--- src/rtl/branch_outcome_queue.sv ---
// Purpose: in-order tracker between fetch/execute and the global-history predictor.
// Latency: a prediction is visible to fetch one cycle after its request; predictor updates are combinational with resolve.
// Backpressure: br_ready drops when the queue is full, in reset, or on a mispredicting resolve.
//
// Ports:
//   clk, reset                      - single clock, synchronous active-high reset
//   br_fetch / br_ready             - fetch branch request and acceptance
//   pred_request / pred_bit         - predictor request; its answer arrives the following cycle
//   fetch_pred_valid / fetch_pred   - prediction returned to fetch
//   resolve_valid / resolve_taken   - execute resolves the oldest outstanding branch
//   upd_result / upd_taken          - predictor training update
//   mispredict, occupancy, mp_count - status: one-cycle mispredict pulse, fill level, saturating count
module branch_outcome_queue #(
    parameter int DEPTH = 4,
    parameter int PTR_W = 2,
    parameter int CNT_W = 16
) (
    input  logic             clk,
    input  logic             reset,
    input  logic             br_fetch,
    output logic             br_ready,
    output logic             pred_request,
    input  logic             pred_bit,
    output logic             fetch_pred_valid,
    output logic             fetch_pred,
    input  logic             resolve_valid,
    input  logic             resolve_taken,
    output logic             upd_result,
    output logic             upd_taken,
    output logic             mispredict,
    output logic [PTR_W:0]   occupancy,
    output logic [CNT_W-1:0] mp_count
);

    logic [DEPTH-1:0] pred_mem_q, pred_mem_d;
    logic [PTR_W-1:0] head_q, head_d;
    logic [PTR_W-1:0] tail_q, tail_d;
    logic [PTR_W:0]   occ_q, occ_d;
    logic             pending_q, pending_d;
    logic             mispredict_q, mispredict_d;
    logic [CNT_W-1:0] mp_count_q, mp_count_d;

    logic live_res;
    logic head_pred;
    logic mp_now;

    always_comb begin
        // Resolves are ignored with an empty queue, and suppressed during reset
        // so the predictor never trains on discarded state.
        live_res = resolve_valid & (occ_q != '0) & ~reset;

        // The only entry can still be waiting for its prediction; use the
        // predictor output directly in that case since the store lands at this edge.
        if ((occ_q == (PTR_W+1)'(1)) && pending_q) begin
            head_pred = pred_bit;
        end else begin
            head_pred = pred_mem_q[head_q];
        end

        mp_now       = live_res & (resolve_taken != head_pred);
        br_ready     = ~reset & (occ_q < (PTR_W+1)'(DEPTH)) & ~mp_now;
        pred_request = br_fetch & br_ready;

        fetch_pred_valid = pending_q;
        fetch_pred       = pred_bit;
        upd_result       = live_res;
        upd_taken        = resolve_taken;
        mispredict       = mispredict_q;
        occupancy        = occ_q;
        mp_count         = mp_count_q;
    end

    always_comb begin
        pred_mem_d   = pred_mem_q;
        head_d       = head_q;
        tail_d       = tail_q;
        occ_d        = occ_q;
        pending_d    = 1'b0;
        mispredict_d = mp_now;
        mp_count_d   = mp_count_q;

        // Capture last cycle's prediction into the most recently allocated slot.
        if (pending_q) begin
            pred_mem_d[tail_q - PTR_W'(1)] = pred_bit;
        end

        if (mp_now) begin
            // Everything younger than the resolved branch is wrong-path: drop all.
            // Allocation is blocked this cycle, so tail_q is the final tail.
            head_d    = tail_q;
            occ_d     = '0;
            pending_d = 1'b0;
            if (!(&mp_count_q)) begin
                mp_count_d = mp_count_q + CNT_W'(1);
            end
        end else begin
            if (pred_request) begin
                pred_mem_d[tail_q] = 1'b0;
                tail_d             = tail_q + PTR_W'(1);
                pending_d          = 1'b1;
            end
            if (live_res) begin
                head_d = head_q + PTR_W'(1);
            end
            occ_d = occ_q + (PTR_W+1)'(pred_request) - (PTR_W+1)'(live_res);
        end
    end

    always_ff @(posedge clk) begin
        if (reset) begin
            pred_mem_q   <= '0;
            head_q       <= '0;
            tail_q       <= '0;
            occ_q        <= '0;
            pending_q    <= 1'b0;
            mispredict_q <= 1'b0;
            mp_count_q   <= '0;
        end else begin
            pred_mem_q   <= pred_mem_d;
            head_q       <= head_d;
            tail_q       <= tail_d;
            occ_q        <= occ_d;
            pending_q    <= pending_d;
            mispredict_q <= mispredict_d;
            mp_count_q   <= mp_count_d;
        end
    end

endmodule

--- config.mk ---
export PLATFORM = sky130hd
export DESIGN_NAME = branch_outcome_queue
export DESIGN_NICKNAME = d
export VERILOG_FILES = /design/src/rtl/branch_outcome_queue.sv
export SDC_FILE = /design/constraint.sdc
export NUM_CORES = 1
export LEC_CHECK = 0
export BUFFER_PORTS_ARGS = -buffer_cell sky130_fd_sc_hd__buf_2
export CAP_MARGIN = 20
export CORE_MARGIN = 5
export CORE_UTILIZATION = 49
export DETAILED_ROUTE_END_ITERATION = 10
export PLACE_DENSITY = 0.86
export SETUP_SLACK_MARGIN = 0.1
export SLEW_MARGIN = 20
export SYNTH_ARGS = -nofsm -noshare
export SYNTH_HDL_FRONTEND = slang
export SYNTH_SLANG_ARGS = --single-unit
--- constraint.sdc ---
create_clock -name clk -period 2.5 [get_ports clk]
set_clock_uncertainty 0.05 [all_clocks]
set_input_delay 0.5 -clock clk [delete_from_list [all_inputs] [get_ports clk]]
set_output_delay 0.5 -clock clk [all_outputs]
set_load 0.005 [all_outputs]
# ---- Word-level counts from Yosys, hierarchy flattened
# Cells that the tools add are included.
dict set report totals {
  reg_bits 29
  in_bits 6
  out_inout_bits 26
}
dict set report op_classes {
  add_sub_neg 6
  order_cmp 6
  n_eq_ne 2
  n_mux 14
  bitwise 11
  n_reduce_logical 9
}
# cell count
set ops {}
lappend ops {{$add A16 B1 Y16 const B} 1}
lappend ops {{$reduce_and A16 Y1} 1}
lappend ops {{$mux W4} 3}
lappend ops {{$lt A2 B3 Y1 const B} 3}
lappend ops {{$and A1 B1 Y1} 6}
lappend ops {{$mux W1} 5}
lappend ops {{$add A2 B1 Y2 const B} 2}
lappend ops {{$and A4 B4 Y4} 1}
lappend ops {{$bwmux W4} 1}
lappend ops {{$demux W1 S2} 2}
lappend ops {{$ge A2 B1 Y1 const B} 2}
lappend ops {{$mux W2} 2}
lappend ops {{$not A4 Y4} 1}
lappend ops {{$reduce_and A2 Y1} 2}
lappend ops {{$add A3 B1 Y3} 1}
lappend ops {{$eq A3 B1 Y1 const B} 1}
lappend ops {{$logic_and A1 B1 Y1} 3}
lappend ops {{$lt A3 B3 Y1 const B} 1}
lappend ops {{$not A1 Y1} 3}
lappend ops {{$reduce_bool A3 Y1} 1}
lappend ops {{$sub A3 B1 Y3} 1}
lappend ops {{$bmux W1 S2} 1}
lappend ops {{$reduce_bool A2 Y1} 1}
lappend ops {{$reduce_or A2 Y1} 1}
lappend ops {{2 further kinds} 2}

# ---- Depth between registers and ports, before layout
dict set report logic_depth {
  depth_word 10
  ltp_mapped 12
  ltp_nobuf 10
}

# ---- Worst setup path after synthesis
# OpenSTA, ideal clock, no wires.
dict set report synth_path {
  path_kind {reg2reg}
  from {reg head_q[1]}
  to {reg occ_q[1], in the netlist occupancy[1]}
  arrival_ns 2.518
  required_time_ns 2.319
  setup_slack_ns -0.199
  path_stages_with_launch 10
  path_buffers 1
  path_cell_list {dfxtp_1 -> mux4_2 -> mux2i_4 -> xor2_2 -> buf_6 -> nor2_4 -> nor3_1 -> ha_1 -> fa_1 -> nor3b_1}
}
dict set report synth_between {
  elab_chain_len 10
  word_cells_on_any_way 11
}
# element line
set synth_lines {}
lappend synth_lines {{start, declared} 36} ;# logic [PTR_W-1:0] head_q, head_d;
lappend synth_lines {{start signal, assigned} 112} ;# head_q <= '0;
lappend synth_lines {{start signal, assigned} 120} ;# head_q <= head_d;
lappend synth_lines {{$bmux W1 S2} 57} ;# head_pred = pred_mem_q[head_q];
lappend synth_lines {{$mux W1 (implied by the code)} 57}
lappend synth_lines {{$mux W1} 54} ;# if ((occ_q == (PTR_W+1)'(1)) && pending_q) begin
lappend synth_lines {{$ne A1 B1 Y1} 60} ;# mp_now = live_res & (resolve_taken != head_pred);
lappend synth_lines {{$and A1 B1 Y1} 60}
lappend synth_lines {{$not A1 Y1 (no source line)} -}
lappend synth_lines {{$and A1 B1 Y1} 61} ;# br_ready = ~reset & (occ_q < (PTR_W+1)'(DEPTH)) & ~mp_now;
lappend synth_lines {{$and A1 B1 Y1} 62} ;# pred_request = br_fetch & br_ready;
lappend synth_lines {{via pred_request} 22} ;# output logic pred_request,
lappend synth_lines {{$add A3 B1 Y3} 105} ;# occ_d = occ_q + (PTR_W+1)'(pred_request) - (PTR_W+1)'(live_res);
lappend synth_lines {{$sub A3 B1 Y3} 105}
lappend synth_lines {{end signal, assigned} 114} ;# occ_q <= '0;
lappend synth_lines {{end signal, assigned} 122} ;# occ_q <= occ_d;
lappend synth_lines {{end, declared} 38} ;# logic [PTR_W:0] occ_q, occ_d;
# The timed path passes the listed nets, and every way through them passes these cells. The select of a mux whose other input is x is not followed.
# A chain may end at the register's enable or synchronous reset.

# ---- Final worst setup path
dict set report layout_path {
  from {reg head_q[1]}
  to {out pred_request}
}
dict set report layout_between {
  elab_chain_len 8
}
# element line
set layout_lines {}
lappend layout_lines {{$bmux W1 S2} 57}
lappend layout_lines {{$mux W1 (implied by the code)} 57}
lappend layout_lines {{$mux W1} 54}
lappend layout_lines {{$ne A1 B1 Y1} 60}
lappend layout_lines {{$and A1 B1 Y1} 60}
lappend layout_lines {{$not A1 Y1 (no source line)} -}
lappend layout_lines {{$and A1 B1 Y1} 61}
lappend layout_lines {{$and A1 B1 Y1} 62}
lappend layout_lines {{end, declared} 22}
# No other way between the ends. The select of a mux whose other input is x is not followed.

==> out/results.tsv <==
stage	metric	value	unit
power	p_comb_share	32.2	%
floorplan	dieArea	4770	sq um
routing	dr.pass1.iters	4	
timing	final_hold_viol_count	0	
logic_synthesis	yosysSeqAreaShare	33.9	%
worst_setup_path	crit_chain	mux4_2, mux2i_4, xor2_2, nor2_4, nor3_2, buf_2	
clock_network	cts.reportedPaths.clkPinSlew	0.08	ns
worst_setup_path	critPathMaxStageDelay	0.52	ns
logic_synthesis	synthDistinctLibCells	46	
logic_synthesis	synth_top_area_share	33.9	%
outcome	outcome	finished with violations	
worst_setup_path	rrSetupSlack	0.04	ns
floorplan	start_util	50.9	%
worst_setup_path	critPathSlowestCell	mux4_2	
global_route	grt.total_usage	16.2	%
global_route	grt_overflow	0	
timing	fmax	0.391	GHz
flow_run	maxCapViolations	0	
timing	drv_slew	0	
logic_synthesis	synth_cells	190	
global_route	antenna_found_initial	0	
worst_setup_path	critPathLaunchType	register	
place	dp_hpwl	2710	microns
global_route	grt_pass1_vias	1385	
logic_synthesis	synth-warning-count	0	
floorplan	chipHeight	69.1	microns
routing	ant_nets	0	
clock_network	cts_max_level	2	
logic_synthesis	synthArstFlopShare	0	%
floorplan	ioPinCount	32	
timing	setup_violations	2	
clock_network	cts_sinks	29	
timing	worst_slew_pin_slew	0.360	ns
logic_synthesis	synthTopCellsByArea	dfxtp_1, ha_1, mux2_1	
place	postPlaceCellArea	1960	sq um
power	clkPwrFrac	24.2	%
worst_setup_path	cp_top_family	multiplexers	
logic_synthesis	synth_edf_count	0	
clock_network	cts_buffers	5	
layout	antennaDiodeCount	0	
worst_setup_path	crit_required	1.95	ns
layout	synthToLayoutAreaGrowth	19.9	%
worst_setup_path	critPathCaptureType	primary output	
power	p_sw	411	uW
timing	period_share	102	%
routing	routed_wl	3800	microns
power	vdd_drop_max	0.000283	V
outcome	violations	negative setup slack	
place	gp_congestion	0.799	
routing	avgRoutedWirePerCell	13.7	microns
floorplan	coreArea	3360	sq um
global_route	grt_max_degree	32	
routing	avgViaCountPerCell	5.47	
hold_path	hp-class	reg2reg	
worst_setup_path	path_class	reg2out	
worst_setup_path	worstPathArrival	2.01	ns
place	place_inst	267	
floorplan	rows	21	
logic_synthesis	synth.avg_cell_area	9.00	sq um
worst_setup_path	path_buf_inv	1	
power	power.density	600	nW/um^2
timing	rsz0062_at_grt	true	
routing	drc_errors	0	
routing	detail_route.iter0.violations	122	
logic_synthesis	synthFlopType	dfxtp_1	
layout	post_layout_nonfiller_instances	277	
clock_network	cts_tree	built	
logic_synthesis	synth.most_common_cell	dfxtp_1	
hold_path	min_path_cells	2	
floorplan	die_w	69.1	microns
power	power_frac_seq	43.6	%
logic_synthesis	synth_commonest_cells	dfxtp_1, nand2_1, nor2_1	
power	internal-power	820	uW
clock_network	clkLatencyLatePin	0.33	ns
worst_setup_path	path_depth	6	
routing	via_count	1514	
clock_network	clk_path_buf_depth	2	
logic_synthesis	yosysTopAreaCell	dfxtp_1	
layout	layout.nets	248	
clock_network	postCtsHoldBufs	0	
place	port_buffers	31	
power	fin_total_pwr	1230	uW
timing	worst_slack	-0.0564	ns
place	pre_cts_slack	0.00653	ns
layout	final_design_area_no_fill	2050	sq um
power	p_leak	0.000845	uW
clock_network	root_buffer	clkbuf_4	
timing	slew-limit-headroom	76.0	%
worst_setup_path	rr_worst_depth	8	
layout	drive_gt1_share	28.6	%
logic_synthesis	netlist_area	1710	sq um
timing	fin_crit	2.56	ns
worst_setup_path	critPathMaxFanout	2	
power	switching_share	33.4	%
logic_synthesis	syn-num-nets	207	
global_route	grt_pass1_wl	6360	microns
logic_synthesis	synth-seq-cells	29	
## what timing repair did
action,CTS,global route
resized for setup,2,0
buffers inserted,3,0
pin swaps,4,1
endpoints found under the setup margin,4,4
## tightest hold or removal path, delay by kind of cell (launching register included)
kind               cells  cell delay, ns
and+or+nand+nor        1            0.06
AOI/OAI and AO/OA      1            0.06
DFF                    1            0.32
## final timing paths
| check | startpoint | endpoint |
|---|---|---|
| worst max-delay path | head_q[1] | pred_request |
| worst min-delay path | pred_mem_q[1] | pred_mem_q[1] |
| worst max register to register | head_q[1] | occupancy[1] |
| worst min register to register | pred_mem_q[1] | pred_mem_q[1] |
## sequential cells by signal (all words and copies together), names as in the netlist
name	cells
fetch_pred_valid	1
occupancy	3
mp_count	16
head_q	2
mispredict	1
tail_q	2
pred_mem_q	4
## per-stage QoR
stage | setup TNS (ns) | util [%] | hold WS, ns
finish | -0.102 | 61.0 | 0.438
global placement | 0 | 58.4 | 0.415
detailed placement | 0 | 58.4 | 0.424
global route | -0.305 | 61.0 | 0.471
floorplan | -0.177 | - | 0.400
CTS | -0.130 | 61.0 | 0.438
## final cells by class
type                            instances  area [sq um]
Fill cell                             327          1310
Inverter                               10          37.5
Timing Repair Buffer                   46           272
Multi-Input combinational cell        139          1050
Tap cell                               46          57.6
Sequential cell                        29           582
Clock buffer                            7          55.1
## layout by cell type (no fill, tap or decap), types with 2 or more instances in the layout
cell type	count
and4_1	3
a221oi_1	4
mux2i_1	4
and3_1	3
buf_2	31
nor4_1	10
o31ai_1	2
nand2_1	17
buf_4	14
nor3_2	2
nand4_1	3
inv_1	9
nor2_1	14
a21oi_1	2
nor2b_1	7
o311ai_0	2
nor3b_1	2
xnor2_1	2
o41ai_1	2
clkbuf_4	5
ha_1	9
nand2b_1	3
nor3_1	7
nand3_1	11
dfxtp_1	28
or4_1	2
mux2_1	8
## power groups by stage
stage | Sequential [uW] | Clock, uW | Combinational (uW)
after detailed placement | 547 | 0 | 386
after floorplan | 555 | 0 | 245
after CTS | 536 | 306 | 396
final | 537 | 298 | 396
after global routing | 543 | 318 | 442
after global placement | 545 | 0 | 366
## routing by layer
| metal | part of all wire [%] | vias to the layer above | global-route usage [%] |
|---|---|---|---|
| li1 | - | 769 | - |
| met1 | 47 | 713 | 20.2 |
| met2 | 46 | 28 | 25.4 |
| met3 | 5.6 | 4 | 5.67 |
| met4 | 1.0 | 0 | 6.29 |
| met5 | 0 | - | 0 |
## cells by family (layout without fill, tap and decap cells)
family / after synthesis / after routing / share of synthesized area [%]
AND/OR/NAND/NOR: 87 / 87 / 27.2
flip-flops: 29 / 29 / 33.9
AO/OA/AOI/OAI: 22 / 22 / 10.8
buffers and inverters: 22 / 63 / 6.14
multiplexers: 15 / 15 / 10.9
adder cells (fa/ha/maj): 11 / 11 / 8.49
XOR/XNOR: 4 / 4 / 2.49
Power figures use the tool's default switching activity.
